$ cat src/rtl/fetch_queue_unit.sv
`default_nettype none
// ============================================================================
// fetch_queue_unit : decoupled fetch stage (PC, in-order imem requests, prefetch
//                    queue, branch redirect). FETCH_PERF_EN adds perf counters.
// Revision         : 1.0
// ============================================================================
module fetch_queue_unit #(
  parameter int                ADDR_W   = 64,
  parameter int                INSTR_W  = 32,
  parameter int                DEPTH    = 4,
  parameter logic [ADDR_W-1:0] RESET_PC = '0
) (
  input  logic               clk,
  input  logic               reset,
  output logic               imem_req,
  output logic [ADDR_W-1:0]  imem_addr,
  input  logic               imem_ready,
  input  logic               imem_rvalid,
  input  logic [INSTR_W-1:0] imem_rdata,
  output logic               instr_valid,
  output logic [INSTR_W-1:0] instr,
  output logic [ADDR_W-1:0]  instr_pc,
  input  logic               instr_ready,
  input  logic               br_taken,
  input  logic               br_uncond,
  input  logic [ADDR_W-1:0]  br_pc,
  input  logic [31:0]        br_instr
`ifdef FETCH_PERF_EN
  ,
  output logic [31:0]        perf_fetched,
  output logic [31:0]        perf_flushed,
  output logic [31:0]        perf_dropped
`endif
);

  localparam int                c_PTR_W   = $clog2(DEPTH);
  localparam int                c_CNT_W   = c_PTR_W + 1;
  localparam logic [c_CNT_W:0]  c_DEPTH_U = (c_CNT_W + 1)'(DEPTH);
  localparam logic [ADDR_W-1:0] c_PC_STEP = ADDR_W'(4);

  logic [ADDR_W-1:0]  r_pc;
  logic [INSTR_W-1:0] r_q_instr [DEPTH];
  logic [ADDR_W-1:0]  r_q_pc    [DEPTH];
  logic [c_PTR_W-1:0] r_q_head, r_q_tail;
  logic [c_CNT_W-1:0] r_q_count;
  logic [ADDR_W-1:0]  r_pf_pc   [DEPTH];
  logic [c_PTR_W-1:0] r_pf_head, r_pf_tail;
  logic [c_CNT_W-1:0] r_outstanding, r_drop_cnt;

  logic               w_accept, w_resp, w_keep, w_pop;
  logic [c_CNT_W:0]   w_used;
  logic [c_CNT_W-1:0] w_out_next, w_q_count_next;
  logic [ADDR_W-1:0]  w_off_b, w_off_cb, w_target;
  logic               w_unused;

  // Credits: queue slots plus in-flight requests never exceed DEPTH.
  assign w_used    = {1'b0, r_q_count} + {1'b0, r_outstanding};
  assign imem_req  = !reset && (w_used < c_DEPTH_U);
  assign imem_addr = r_pc;

  assign w_accept = imem_req && imem_ready;
  assign w_resp   = imem_rvalid && (r_outstanding != '0);
  assign w_keep   = w_resp && (r_drop_cnt == '0) && !br_taken && !reset;
  assign w_pop    = instr_valid && instr_ready;

  assign instr_valid = (r_q_count != '0);
  assign instr       = instr_valid ? r_q_instr[r_q_head] : '0;
  assign instr_pc    = instr_valid ? r_q_pc[r_q_head]    : '0;

  assign w_off_b  = {{(ADDR_W-28){br_instr[25]}}, br_instr[25:0], 2'b00};
  assign w_off_cb = {{(ADDR_W-21){br_instr[23]}}, br_instr[23:5], 2'b00};
  assign w_target = br_pc + (br_uncond ? w_off_b : w_off_cb);
  assign w_unused = ^br_instr[31:26];

  always_comb begin
    w_out_next = r_outstanding;
    case ({w_accept, w_resp})
      2'b10:   w_out_next = r_outstanding + c_CNT_W'(1);
      2'b01:   w_out_next = r_outstanding - c_CNT_W'(1);
      default: ;
    endcase
  end

  always_comb begin
    w_q_count_next = r_q_count;
    case ({w_keep, w_pop})
      2'b10:   w_q_count_next = r_q_count + c_CNT_W'(1);
      2'b01:   w_q_count_next = r_q_count - c_CNT_W'(1);
      default: ;
    endcase
  end

  always_ff @(posedge clk) begin
    if (reset) begin
      r_pc          <= RESET_PC;
      r_q_head      <= '0;
      r_q_tail      <= '0;
      r_q_count     <= '0;
      r_pf_head     <= '0;
      r_pf_tail     <= '0;
      r_outstanding <= '0;
      r_drop_cnt    <= '0;
    end else begin
      r_outstanding <= w_out_next;
      if (w_accept) r_pf_tail <= r_pf_tail + c_PTR_W'(1);
      if (w_resp)   r_pf_head <= r_pf_head + c_PTR_W'(1);
      if (br_taken) begin
        // Everything still in flight, including this cycle's accept, is stale.
        r_pc       <= w_target;
        r_q_head   <= '0;
        r_q_tail   <= '0;
        r_q_count  <= '0;
        r_drop_cnt <= w_out_next;
      end else begin
        if (w_accept) r_pc     <= r_pc + c_PC_STEP;
        if (w_keep)   r_q_tail <= r_q_tail + c_PTR_W'(1);
        if (w_pop)    r_q_head <= r_q_head + c_PTR_W'(1);
        r_q_count <= w_q_count_next;
        if (w_resp && (r_drop_cnt != '0)) r_drop_cnt <= r_drop_cnt - c_CNT_W'(1);
      end
    end
  end

  always_ff @(posedge clk) begin
    if (w_accept) r_pf_pc[r_pf_tail] <= r_pc;
    if (w_keep) begin
      r_q_instr[r_q_tail] <= imem_rdata;
      r_q_pc[r_q_tail]    <= r_pf_pc[r_pf_head];
    end
  end

`ifdef FETCH_PERF_EN
  logic [31:0] r_perf_fetched, r_perf_flushed, r_perf_dropped;

  always_ff @(posedge clk) begin
    if (reset) begin
      r_perf_fetched <= '0;
      r_perf_flushed <= '0;
      r_perf_dropped <= '0;
    end else begin
      if (w_pop)             r_perf_fetched <= r_perf_fetched + 32'd1;
      if (br_taken)          r_perf_flushed <= r_perf_flushed + 32'd1;
      if (w_resp && !w_keep) r_perf_dropped <= r_perf_dropped + 32'd1;
    end
  end

  assign perf_fetched = r_perf_fetched;
  assign perf_flushed = r_perf_flushed;
  assign perf_dropped = r_perf_dropped;
`endif

endmodule
`default_nettype wire

$ cat config.mk
export PLATFORM = sky130hd
export DESIGN_NAME = fetch_queue_unit
export DESIGN_NICKNAME = d
export VERILOG_FILES = /design/src/rtl/fetch_queue_unit.sv
export SDC_FILE = /design/constraint.sdc
export NUM_CORES = 1
export LEC_CHECK = 0
export ABC_AREA = 0
export CORE_ASPECT_RATIO = 0.8
export CORE_MARGIN = 2
export CORE_UTILIZATION = 25
export CTS_CLUSTER_DIAMETER = 150
export DETAILED_ROUTE_END_ITERATION = 12
export PLACE_DENSITY = 0.42
export SYNTH_ARGS = -nofsm -noshare
export SYNTH_HDL_FRONTEND = slang
export SYNTH_SLANG_ARGS = --single-unit
$ cat constraint.sdc
create_clock -name clk -period 5.3 [get_ports clk]
set_clock_uncertainty 0.05 [all_clocks]
set_input_delay 1.59 -clock clk [delete_from_list [all_inputs] [get_ports clk]]
set_output_delay 1.59 -clock clk [all_outputs]
set_load 0.01 [all_outputs]
Yosys cells after proc, flatten, opt, wreduce, memory -nomap -nowiden

Memory sizes are Yosys's and may differ from the RTL's. A register that Yosys moved wholly into a read port is not among the register bits.
Index checks and enable logic that the tools add are counted.

Muxes and demuxes: 19
Order comparisons: 1
Equality and inequality tests: 4
Reductions and logical operators: 18
Add/sub/neg operators: 12

Operator list:

| operator                                                                      | count |
|---|---|
| 64-bit 2-to-1 mux                                                             | 4 |
| 64-bit by 3-bit adder with 64-bit output (second input constant)              | 1 |
| 64-bit adder                                                                  | 1 |
| 32-bit 2-to-1 mux                                                             | 1 |
| 2-bit 2-to-1 mux                                                              | 6 |
| 3-bit one-hot mux with 2 select lines                                         | 2 |
| 3-bit nonzero test                                                            | 3 |
| 3-bit by 1-bit subtractor with 3-bit output (second input constant)           | 3 |
| 2-bit by 1-bit adder with 2-bit output (second input constant)                | 4 |
| 1-bit logical AND                                                             | 8 |
| 3-bit by 1-bit adder with 3-bit output (second input constant)                | 2 |
| 3-bit 2-to-1 mux                                                              | 2 |
| 2-bit nonzero test                                                            | 3 |
| 3-bit by 3-bit adder with 4-bit output                                        | 1 |
| 2-bit by 1-bit equality test with 1-bit output (second input constant)        | 2 |
| 2-bit equality test (second input constant)                                   | 2 |
| 4-bit by 3-bit less-than comparator with 1-bit output (second input constant) | 1 |
| 1-bit 2-to-1 mux                                                              | 4 |
| 3-bit zero test                                                               | 1 |
| 1-bit zero test                                                               | 2 |
| 2-bit OR reduction                                                            | 1 |

Bits in writable memories: 640
Logic and storage cells: 65
Register bits: 81
Memories kept: 3
Output and inout port bits: 162

Memories:

| memory    | depth | bits a word | read ports | clocked after Yosys merged registers in | write ports | line | text |
|---|---|---|---|---|---|---|---|
| r_pf_pc   | 4     | 64          | 1          | 1                                       | 1           | 46   | `logic [ADDR_W-1:0] r_pf_pc [DEPTH];` |
| r_q_pc    | 4     | 64          | 1          | 1                                       | 1           | 43   | `logic [ADDR_W-1:0] r_q_pc [DEPTH];` |
| r_q_instr | 4     | 32          | 1          | 1                                       | 1           | 42   | `logic [INSTR_W-1:0] r_q_instr [DEPTH];` |

Longest topological paths before layout

Gate-level depths: netlist of the first run.

Depth after elaboration: 7
Depth in mapped cells: 16

Least setup slack after synthesis of the first run

No wires, ideal clock.

Kind: in2reg
Start: input port br_uncond
End: register r_pc[55], in the netlist imem_addr[55]
Stages: 16
Data arrival time: 5.303 ns
Data required time: 5.121 ns
Path buffers: 2
Setup slack: -0.182 ns
Cell sequence: clkbuf_1 nand2b_1 a21boi_0 inv_1 ha_1 clkbuf_1 a21oi_1 o211ai_1 o21ai_1 o211ai_1 nor3_1 o31ai_1 or3_1 a31oi_2 xor2_1 o22ai_1

Word-level cells in the longest chain between the ends: 3

Ends and longest elaborated chain:

| item                   | line | text |
|---|---|---|
| start: declaration     | 25   | `input logic br_uncond,` |
| 64-bit 2-to-1 mux      | 72   | `assign w_target = br_pc + (br_uncond ? w_off_b : w_off_cb);` |
| 64-bit adder           | 72   |  |
| 64-bit 2-to-1 mux      | 107  | `if (br_taken) begin` |
| end signal: assignment | 109  | `r_pc <= w_target;` |
| end signal: assignment | 115  | `if (w_accept) r_pc <= r_pc + c_PC_STEP;` |
| end: declaration       | 41   | `logic [ADDR_W-1:0] r_pc;` |

No other way between the ends.
A chain may end at the register's enable or synchronous reset.

Worst setup path in the final report of the first run

Ends and elaborated chain as after synthesis.

==> flow_metrics.env, run 1 <==
export IMPL_clkSinkCount=725
export IMPL_switching_share_pct=25.5
export IMPL_first_pass_iters=7
export IMPL_drv_slew=0
export IMPL_yosysUniqueCellTypes=79
export IMPL_cts_tree="done"
export IMPL_clockBufferDepth=3
export IMPL_period_needed_ns=4.99
export IMPL_initialDrtViolationCount=1175
export IMPL_yosysMostFrequentCell="edfxtp_1"
export IMPL_postCtsSetupBuffers=0
export IMPL_power_density_mw_per_mm2=369
export IMPL_layout_drive_gt1_share_pct=21.3
export IMPL_worstPathCellList="clkdlybuf4s50_1, buf_12, nand2b_1, a21boi_0, buf_4, inv_2, ha_1, a21oi_1, o211ai_1, o21ai_1, o211ai_1, nor3_1, o31ai_1, or3_1, a31oi_2, xor2_1, o22ai_1"
export IMPL_end_kind="flop"
export IMPL_ys_async_sr_fraction_pct=0
export IMPL_yosysSeqAreaShare_pct=65.4
export IMPL_die_area_mm2=0.131
export IMPL_drc=0
export IMPL_portBuffers=290
export IMPL_synth_edf_count=640
export IMPL_place_ws_ns=-0.333
export IMPL_grt_overflow_total=0
export IMPL_critical_path_arrival_ns=5.46
export IMPL_synth_flop_cell="edfxtp_1"
export IMPL_cp_required_ns=5.76
export IMPL_rows=117
export IMPL_antenna_found_initial=4
export IMPL_slew_limit_headroom_pct=42.1
export IMPL_mappedNetlistArea_mm2=0.0320
export IMPL_gp_congestion=0.842
export IMPL_p_leak_uw=0.0137
export IMPL_synth_common_cells="edfxtp_1, mux4_2, nor2_1"
export IMPL_dp_hpwl_um=62600
export IMPL_seqPwrFrac_pct=46.0
export IMPL_p_comb_share_pct=15.5
export IMPL_worstHoldStart="r_pf_tail[1]"
export IMPL_synth_top_cell_by_area="edfxtp_1"
export IMPL_hold_viol=0
export IMPL_outcome="completed"
export IMPL_die_width_um=404
export IMPL_cts_resized_gates=0
export IMPL_reg2reg_slack_ns=2.14
export IMPL_postRouteAntennaNets=0
export IMPL_h_tree_depth=3
export IMPL_r2r_end="imem_addr[61]"
export IMPL_nNetsFinal=2733
export IMPL_critPathMaxFanout=17
export IMPL_via_per_inst=4.49
export IMPL_cp_start_kind="primary input"
export IMPL_wire_per_inst_um=21.6
export IMPL_ir_worst_vdd_v=0.000236
export IMPL_crit_reg2reg_launch="r_q_count[2]"
export IMPL_path_class="in -> reg"
export IMPL_r2r_cells=11
export IMPL_final_core_util_pct=32.4
export IMPL_cts_buffers=86
export IMPL_path_clk_slew_ns=0.06
export IMPL_cp_slowest_stage_delay_ns=0.44
export IMPL_crit_top_cell="o211ai_1"
export IMPL_synthTopCellsByArea="edfxtp_1, mux4_2, dfxtp_1"
export IMPL_postSynthCellCount=2044
export IMPL_routed_wl_um=91900
export IMPL_max_freq_ghz=0.200
export IMPL_root_buffer="clkbuf_16"
export IMPL_slowest_stage="clkdlybuf4s50_1"
export IMPL_areaGrowthSynthToFinish_pct=28.6
export IMPL_initial_core_util_pct=25.2
export IMPL_setup_worst_path_start="br_uncond"
export IMPL_grt_pass1_wl_um=134000
export IMPL_ys_warn_count=0
export IMPL_grt_use_total_pct=14.0
export IMPL_worstMarginPinSlew_ns=0.868
export IMPL_min_to="r_pf_tail[1]"
export IMPL_dieHeight_um=324
export IMPL_hold_slack_ns=0.451
export IMPL_p_switching_uw=3860
export IMPL_p_int_uw=11300
export IMPL_syn_area_per_cell_um2=15.6
export IMPL_p_clk_share_pct=38.5
export IMPL_period_share_pct=94.2
export IMPL_grt_pass1_vias=19978
export IMPL_min_path_type="reg -> reg"
export IMPL_grt_max_degree=70
export IMPL_drv_cap=0
export IMPL_io_pins=297
export IMPL_synth_nets=2258
export IMPL_yosys_register_bits=725
export IMPL_whs_path_depth=2
export IMPL_finalSetupViolations=0
export IMPL_hold_buffers=0
export IMPL_vias=19103
export IMPL_rsz0062_at_grt="no"
export IMPL_coreArea_mm2=0.127
export IMPL_synth_top_area_share_pct=60.1
export IMPL_setup_ws_ns=0.305
export IMPL_insertion_delay_ns=0.65
-- final cells by class --
type | count | area, µm²
inverters | 34 | 130
well taps | 1666 | 2080
clock inverters | 57 | 562
fillers | 12469 | 85900
repair buffers | 489 | 4600
multi-input cells | 1183 | 10600
diodes | 3 | 7.51
flip-flops and latches | 725 | 20900
clock buffers | 102 | 2250
-- critical path: cells and delay by family --
family,cells,cell delay (ns)
AO/OA/AOI/OAI,8,1.38
XOR/XNOR,1,0.19
adder cells (fa/ha/maj),1,0.35
buffers and inverters,4,1.00
AND/OR/NAND/NOR,3,0.94
-- worst max-delay path by stage --
stage	to	slack, ns
2_1_floorplan	imem_addr[55]	0.03
3_3_place_gp	imem_addr[62]	-0.31
3_5_place_dp	imem_addr[55]	-0.33
4_1_cts	imem_addr[55]	0.38
5_1_grt	imem_addr[55]	0.01
6_report	imem_addr[55]	0.31
-- power groups by stage --
stage | Combinational (µW) | Clock (µW) | Sequential [µW]
global placement | 2340 | 0 | 7090
floorplan | 1380 | 0 | 6950
detailed placement | 2380 | 0 | 7110
CTS | 2390 | 6040 | 6990
finish | 2350 | 5840 | 6970
global route | 2570 | 6270 | 7010
-- metrics by stage --
stage                     instances  total power, µW  TNS, ns  instance area, µm²
after floorplan                2044             8330        0               32000
after global placement         4097             9430    -4.87               38300
after detailed placement       4097             9480    -5.10               38300
after CTS                      4256            15400        0               41100
after global routing           4256            15800        0               41100
final                          4259            15200        0               41100
-- per-layer routing --
metal | up-vias | share of wire, % | track usage (%)
met1 | 9704 | 49 | 20.2
met5 | - | 0.017 | 0
met3 | 95 | 4.0 | 2.28
met2 | 387 | 45 | 21.7
met4 | 2 | 1.7 | 3.66
li1 | 8915 | - | -
-- cells by family (layout without fill, tap and decap cells) --
| family | after synthesis | in the layout | share of synthesized area, % |
|---|---|---|---|
| compound gates | 289 | 289 | 5.99 |
| xor+xnor | 129 | 129 | 3.56 |
| fa+ha+maj | 79 | 79 | 3.16 |
| buf+inv | 136 | 682 | 1.66 |
| flops | 725 | 725 | 65.4 |
| mux | 183 | 183 | 12.1 |
| other cells | 0 | 3 | 0 |
| simple gates | 503 | 503 | 8.16 |
-- cells in the final DEF (no fill, tap or decap), drive strengths merged, types with 9 or more instances in the layout --
cell type	n
edfxtp	640
clkdlybuf4s50	288
buf	201
mux4	160
nor2	137
and2	109
nand2	102
clkbuf	102
a21oi	95
dfxtp	85
ha	76
xnor2	75
xor2	54
a211oi	49
o21ai	44
clkinv	40
inv	39
nand4	36
nand3	35
a21o	32
mux2	18
and3	17
nor3	14
o21bai	12
or2	9
bufinv	9
or3	9
-- flip-flops by register name (all words and copies together), names as in the netlist, named ones only --
register / flops
r_pf_pc: 256
r_q_pc: 256
r_q_instr: 128
imem_addr: 64
r_drop_cnt: 3
r_outstanding: 3
r_q_count: 3
r_pf_head: 2
r_pf_tail: 2
r_q_head: 2
r_q_tail: 2
Note: power is estimated with default switching activity, not from simulation.
==> run 2: changes to the inputs <==
--- a/config.mk
+++ b/config.mk
@@ -15,3 +15,4 @@
 export SYNTH_ARGS = -nofsm -noshare
 export SYNTH_HDL_FRONTEND = slang
 export SYNTH_SLANG_ARGS = --single-unit
+export TNS_END_PERCENT = 100
==> results of run 2 <==
The final DEF is identical to that of run 1; final timing and power are the same.
==> run 3: changes to the inputs <==
--- a/config.mk
+++ b/config.mk
@@ -12,6 +12,7 @@
 export CTS_CLUSTER_DIAMETER = 150
 export DETAILED_ROUTE_END_ITERATION = 12
 export PLACE_DENSITY = 0.42
+export SKIP_CTS_REPAIR_TIMING = 1
 export SYNTH_ARGS = -nofsm -noshare
 export SYNTH_HDL_FRONTEND = slang
 export SYNTH_SLANG_ARGS = --single-unit
==> results of run 3 <==
The final DEF is identical to that of run 1; final timing and power are the same.
==> patch: new RTL, settings of run 1 <==
Add a define of `FETCH_PERF_EN`.
--- a/src/rtl/fetch_queue_unit.sv
+++ b/src/rtl/fetch_queue_unit.sv
@@ -4,6 +4,8 @@
 //                    queue, branch redirect). FETCH_PERF_EN adds perf counters.
 // Revision         : 1.0
 // ============================================================================
+`define FETCH_PERF_EN
+
 module fetch_queue_unit #(
   parameter int                ADDR_W   = 64,
   parameter int                INSTR_W  = 32,
Check against the original RTL (old outputs only; new: perf_dropped, perf_fetched and perf_flushed): same outputs for any inputs over 4 cycles, from zero or initial values and one cycle with reset high; that may be too few to reach the edited logic, so the function may still have changed.
==> patch against run 1 <==
- sequential power is 11% higher
- highest routed layer unchanged
- largest cell class unchanged
- maximum frequency is 2.4% lower
- setup slack worse by 0.12 ns
- sequential cell count is 96 higher
- combinational power is 6% higher
- total power is 10% higher
- cell area is 15% higher
- critical endpoint is now imem_addr[45]
- count of clock-buffer cells in the layout is 15 higher
- wire length is 27% higher
- critical path type unchanged
- cell count is 22% higher
- largest power group unchanged
- synthesized area is 14% higher
==> patch: results (changes against run 1) <==
| Metric | Value |
|---|---|
| Sequential cell area share | 0.483 (-0.0263) |
| Total CTS buffers | 94 (+9.3%) |
| Max Fclk | 195 MHz (-2.4%) |
| Sw frac | 0.265 (+0.0106) |
| Synthesis-to-finish area growth | 30.1% |
| Finished Layout Cells | 5184 (+22%) |
| Placed Cells | 5009 (+22%) |
| Non-clk buf share | 0.124 (+0.0117) |
| Number of global-route vias before repair | 24500 (+23%) |
| Post-Place Cell Area | 44300 um^2 (+16%) |
| Reg2Reg Depth | 7 (-4) |
| Average size of a mapped cell | 14.0 um^2 (-11%) |
| Vias per cell | 4.59 (+2.3%) |
| Comb. pwr | 2.49 mW (+6%) |
| Critical Path Sink | imem_addr[45] |
| R2r setup slk | 1.77 ns (-0.37 ns) |
| Iteration-0 DRC Markers | 1382 (+18%) |
| Top post-synthesis cells by area | edfxtp_1 53%, dfxtp_1 10%, mux4_2 9.9% |
| Port Buf Inserts | 386 (+33%) |
| FF/Latch Area | 22900 um^2 (+9.2%) |
| Net Switching | 4.44 mW (+15%) |
| Clock share of power | 0.389 (+0.004) |
| Antenna violations before repair | 20 (+16) |
| Post-Place Worst Slack | -0.526 ns (-0.193 ns) |
| CP max-delay cell | a2111oi_0 |
| Status | completed |
| Reg-to-Reg End | imem_addr[54] |
| Crit path largest cell delay | 0.79 ns (+0.35 ns) |
## patch: cell types whose count changed after synthesis, sizes merged, moves of 25 or more
cell | run 1 | this run
nor2 | 137 | 218
nand4 | 36 | 61
o21ai | 44 | 73
or3 | 9 | 39
nand2 | 102 | 157
dfxtp | 85 | 181
nand3 | 35 | 69
xor2 | 54 | 87
## patch: per-layer routing
metal / global-route usage / wire [um] / share of wire
met3: 0.0412 / 6260 / 0.054
met1: 0.205 / 52700 / 0.45
met5: 0 / 176 / 0.0015
met4: 0.0347 / 2470 / 0.021
met2: 0.255 / 55200 / 0.47
## patch: cell families (layout without fill, tap and decap cells)
family / count (synthesis) / in the layout / synth area share
AOI/OAI and AO/OA: 372 / 372 / 0.0656
xor gates and xnor gates: 177 / 177 / 0.0426
adders and majority gates: 82 / 82 / 0.0288
buffers and inverters: 171 / 845 / 0.0179
DFF: 821 / 821 / 0.627
muxes: 191 / 191 / 0.108
other: 0 / 2 / 0
and+or+nand+nor: 789 / 789 / 0.109
